**src/rtl/spi_pattern_loader.sv**
```systemverilog
// SPI mode-0 slave that turns 24-bit command frames into pattern-FIFO writes and generator controls.
// Registered outputs; a write strobe follows the cycle that sees the 24th synchronised sclk rise.
module spi_pattern_loader #(
    parameter logic [15:0] SPEED_RESET = 16'd0,
    parameter int          SYNC_STAGES = 2
) (
    input  logic        clk,
    input  logic        rst,
    input  logic        spi_sclk,
    input  logic        spi_cs_n,
    input  logic        spi_mosi,
    output logic        spi_miso,
    input  logic        fifo_full,
    output logic        fifo_wr_req,
    output logic [15:0] fifo_wr_data,
    output logic        fifo_clear,
    output logic [15:0] send_speed,
    output logic        pg_control,
    output logic        overflow
);

    typedef enum logic [1:0] {IDLE, SHIFT, EXEC, WAIT_CS} state_t;

    logic [SYNC_STAGES-1:0] sclk_sync, cs_sync, mosi_sync;
    logic                   sclk_d, cs_d;
    logic                   sclk_s, cs_s, mosi_s;
    logic                   sclk_rise, sclk_fall, cs_fall, cs_rise;

    // cs_n chain resets low so a select already asserted at reset release never looks like a new fall.
    always_ff @(posedge clk or posedge rst) begin
        if (rst) begin
            sclk_sync <= '0;
            cs_sync   <= '0;
            mosi_sync <= '0;
            sclk_d    <= 1'b0;
            cs_d      <= 1'b0;
        end else begin
            sclk_sync <= {sclk_sync[SYNC_STAGES-2:0], spi_sclk};
            cs_sync   <= {cs_sync[SYNC_STAGES-2:0], spi_cs_n};
            mosi_sync <= {mosi_sync[SYNC_STAGES-2:0], spi_mosi};
            sclk_d    <= sclk_sync[SYNC_STAGES-1];
            cs_d      <= cs_sync[SYNC_STAGES-1];
        end
    end

    assign sclk_s    = sclk_sync[SYNC_STAGES-1];
    assign cs_s      = cs_sync[SYNC_STAGES-1];
    assign mosi_s    = mosi_sync[SYNC_STAGES-1];
    assign sclk_rise = sclk_s & ~sclk_d;
    assign sclk_fall = ~sclk_s & sclk_d;
    assign cs_fall   = ~cs_s & cs_d;
    assign cs_rise   = cs_s & ~cs_d;

    state_t      state;
    logic [4:0]  cnt;
    logic [23:0] shreg;
    logic [7:0]  status;
    logic [23:0] frame_next;
    logic [7:0]  status_now;
    logic        last_bit;

    assign frame_next = {shreg[22:0], mosi_s};
    assign status_now = {5'b0, fifo_full, overflow, pg_control};
    assign last_bit   = sclk_rise && (cnt == 5'd23);

    // Commands are decoded on the edge that captures bit 24, so their effects are visible during EXEC.
    always_ff @(posedge clk or posedge rst) begin
        if (rst) begin
            state        <= IDLE;
            cnt          <= '0;
            shreg        <= '0;
            status       <= '0;
            spi_miso     <= 1'b0;
            fifo_wr_req  <= 1'b0;
            fifo_wr_data <= '0;
            fifo_clear   <= 1'b0;
            send_speed   <= SPEED_RESET;
            pg_control   <= 1'b0;
            overflow     <= 1'b0;
        end else begin
            fifo_wr_req <= 1'b0;
            fifo_clear  <= 1'b0;
            case (state)
                IDLE: begin
                    spi_miso <= 1'b0;
                    if (cs_fall) begin
                        state    <= SHIFT;
                        cnt      <= '0;
                        shreg    <= '0;
                        status   <= status_now;
                        spi_miso <= status_now[7];
                    end
                end
                SHIFT: begin
                    if (last_bit) begin
                        state    <= EXEC;
                        shreg    <= frame_next;
                        cnt      <= cnt + 5'd1;
                        spi_miso <= 1'b0;
                        case (frame_next[23:16])
                            8'h01: begin
                                if (!fifo_full) begin
                                    fifo_wr_req  <= 1'b1;
                                    fifo_wr_data <= frame_next[15:0];
                                end else begin
                                    overflow <= 1'b1;
                                end
                            end
                            8'h02: send_speed <= frame_next[15:0];
                            8'h03: pg_control <= frame_next[0];
                            8'h04: fifo_clear <= 1'b1;
                            8'h05: overflow   <= 1'b0;
                            default: ;
                        endcase
                    end else if (cs_rise) begin
                        state    <= IDLE;
                        spi_miso <= 1'b0;
                    end else begin
                        if (sclk_rise) begin
                            shreg <= frame_next;
                            cnt   <= cnt + 5'd1;
                        end
                        if (sclk_fall) begin
                            spi_miso <= (cnt < 5'd8) ? status[3'd7 - cnt[2:0]] : 1'b0;
                        end
                    end
                end
                EXEC: begin
                    spi_miso <= 1'b0;
                    state    <= cs_s ? IDLE : WAIT_CS;
                end
                WAIT_CS: begin
                    spi_miso <= 1'b0;
                    if (cs_s) state <= IDLE;
                end
                default: state <= IDLE;
            endcase
        end
    end

endmodule

```
**config.mk**
```make
export PLATFORM = sky130hd
export DESIGN_NAME = spi_pattern_loader
export DESIGN_NICKNAME = d
export VERILOG_FILES = /design/src/rtl/spi_pattern_loader.sv
export SDC_FILE = /design/constraint.sdc
export NUM_CORES = 1
export LEC_CHECK = 0
export CAP_MARGIN = 0
export CORE_MARGIN = 2
export CORE_UTILIZATION = 54
export DETAILED_ROUTE_END_ITERATION = 10
export PLACE_DENSITY_LB_ADDON = 0.08
export SYNTH_ARGS = -nofsm -noshare
export SYNTH_HDL_FRONTEND = slang
export SYNTH_SLANG_ARGS = --single-unit
```
**constraint.sdc**
```tcl
create_clock -name clk -period 3.6 [get_ports clk]
set_input_delay 0.72 -clock clk [delete_from_list [all_inputs] [get_ports clk]]
set_output_delay 0.72 -clock clk [all_outputs]
set_load 0.03 [all_outputs]
```
==> results.cfg <==
[cells_and_area]
share_of_final_layout_standard_cells_stronger_than_drive_strength_1 = 0.203
layout.core_utilization = 0.665
register_area_sq_um = 1950
ant_diodes = 0
filler_cell_count = 449
area_delta_synth_final_pct = 20.5
most-common-layout-cells = sky130_fd_sc_hd__dfrtp_1, sky130_fd_sc_hd__clkdlybuf4s50_1, sky130_fd_sc_hd__inv_1, sky130_fd_sc_hd__mux2_2
final_nets = 302
leading_cell_type_in_the_layout_fill_and_taps_excluded = sky130_fd_sc_hd__dfrtp_1
multi_input_comb_area_sq_um = 1080

[yosys]
post_synth_num_cell_types = 41
share_of_the_synthesized_netlist_area_taken_by_xor_and_xnor_gates = 0
synth_compound_gate_area_share = 0.0671
yosys.area.top_type_share = 0.608
synthTopCellsByArea = sky130_fd_sc_hd__dfrtp_1, sky130_fd_sc_hd__mux2_2, sky130_fd_sc_hd__nand4_1
postSynthCellCount = 252
syn_area_sq_um = 3210
combinational_family_with_the_most_area_after_synthesis = multiplexers
synth_area_per_cell_sq_um = 12.7
simple_gate_share_of_the_synthesized_area = 0.121
synth_seq_cells = 78
synth-adder-area-share = 0.00390
ys_seq_area_frac = 0.608
synth_largest_area_cell = sky130_fd_sc_hd__dfrtp_1
yosys-mux-area-fraction = 0.143
synthesis.nets = 259
synth-warning-count = 0

[setup_path]
cp_data_required_time_ps = 3830
crit_arrival_ps = 2910
path_class = reg2reg
worst_setup_path_start_kind = flop
critical_path.startpoint = state[0]
worst-path-max-fanout = 28
critical_path.endpoint_type = flop
regToRegStartpoint = state[0]

[sta]
setup_slack_ps = 922
timing.slew.headroom = 0.452
timing.final.hold_violations = 0
final_setup_violation_count = 0
period_share = 0.744
setup_tns_ps = 0
final_hold_slack_ps = 356
final_period_minus_worst_setup_slack_ps = 2680
worst_slew_pin_slew_ps = 822
total_count_of_max_transition_violations_in_the_final_report = 0
fin_worst_skew_ps = 6.31
timing.fmax_mhz = 373
rsz0062_at_grt = no

[clock_network]
clkSlewWorstSetupHoldPaths_ps = 80
post-cts-setup-buffer-count = 0
clock_sink_count = 78
max-clock-path-buffers = 2
clock_tree_from_tritoncts = built
cts_hold_buf = 0
clkLatencyLatePin_ps = 350
number_of_buffers_created_by_cts = 9
cts_resized = 0
clock_tree.root_cell = sky130_fd_sc_hd__clkbuf_8
htree_num_levels = 3

[placed_design]
routabilityCongestion = 0.848
port_buffers = 42
detailedPlace.worstSlack_ps = 906
hpwlAfterDp_um = 3720

[routing]
antenna_violating_nets_post_route = 0
route.detailed.drc = 0
wire_per_inst_um = 15.6
drtPass1Iterations = 4
detail_route.iter0.violations = 147
wirelength_um = 5860
vias_per_cell = 5.55
routed-via-count = 2081

[power]
power-per-cell-area_nw_per_um2 = 412
vdd.ir_drop.worst_v = 0.000233
design_power_total_w = 0.00159
power.static_leakage_nw = 1.70

[outcome]
outcome = completed

[global_route]
first_global_vias = 1968
global_route.usage.total = 0.203
antenna_violations_before_repair = 0
maximum_number_of_pins_on_one_net_before_global_route_repair = 44
global_route.overflow_total = 0
grt_first_pass_wirelength_um = 10000

[min_path]
hold_path_startpoint = sclk_sync[0]
holdCritPathClass = reg2reg

[die]
io_pins = 43
die_w_um = 81.1
die_h_um = 81.1
design.core.area_sq_um = 5820
floorplan.initialDensity = 0.552
num_rows = 28
die_area_sq_um = 6570

[job]
maxCapViolations = 0
-- path summary, 6_finish.rpt --
| check | end | depth (start not counted) | slack [ps] |
|---|---|---|---|
| setup / recovery | fifo_wr_data[4] | 5 | 920 |
| hold / removal | sclk_sync[1] | 0 | 360 |
| min in group asynchronous | mosi_sync[1] | 2 | 830 |
| max in group asynchronous | cnt[0] | 3 | 2090 |
| setup reg to reg | fifo_wr_data[4] | 5 | 920 |
| hold reg to reg | sclk_sync[1] | 0 | 360 |
-- final cells by class --
cell class / instances / area share
clock buffer: 10 / 0.0356
clock inverter: 6 / 0.00971
inverter: 28 / 0.0272
multi-input combinational: 132 / 0.279
sequential: 78 / 0.505
tap: 75 / 0.0243
timing repair buffer: 46 / 0.120
-- Yosys cell counts (all sizes together) --
cell / instances
a31oi: 3
buf: 10
o32ai: 1
nand2: 5
nand2b: 1
a21boi: 1
mux2: 36
nand4b: 1
or4bb: 1
and4bb: 1
a41oi: 3
or3: 1
o22ai: 1
clkbuf: 4
nor3: 1
and4b: 1
nor2b: 1
clkinv: 1
and3: 1
nand3: 3
nand4: 26
nor2: 4
nor4b: 3
o21ai: 25
dfrtp: 78
a22oi: 1
or2: 1
ha: 1
a21oi: 3
nor4: 2
mux2i: 2
nor3b: 1
and4: 1
inv: 27
-- cell families (layout without fill, tap and decap cells) --
logic type,count (synthesis),after routing
AOI/OAI and AO/OA,38,38
adders and majority gates,1,1
buffers and inverters,42,90
DFF,78,78
muxes,38,38
and+or+nand+nor,55,55
-- stage by stage --
step           area [sq um]  std cells
3_5_place_dp           3690        359
6_report               3870        375
5_1_grt                3870        375
3_3_place_gp           3690        359
4_1_cts                3870        375
2_1_floorplan          3210        252
-- flip-flops by register name (all words and copies together), names as in the netlist, 3 cells and up --
signal,flops
cnt,5
status,3
fifo_wr_data,16
send_speed,16
shreg,23
-- layer usage --
metal  GRT usage  share of wire  vias up
li1            -              -      986
met1       0.304           0.50     1025
met2       0.283           0.45       61
met3      0.0478          0.039        9
met4      0.0864          0.013        0
met5           0              0        -
-- where the power goes --
| part | switching (W) | internal, W |
|---|---|---|
| registers | 0.0000356 | 0.000893 |
| clock network | 0.000317 | 0.000265 |
| logic | 0.0000515 | 0.0000326 |
-- worst max-delay path, cell delays in order, from the launching register on --
cell                       delay [ps]
sky130_fd_sc_hd__dfrtp_1          880
sky130_fd_sc_hd__and4bb_1         330
sky130_fd_sc_hd__nand3_2          110
sky130_fd_sc_hd__nor4_4           590
sky130_fd_sc_hd__buf_4            330
sky130_fd_sc_hd__mux2_4           320
Note: power is estimated with default switching activity, not from simulation.
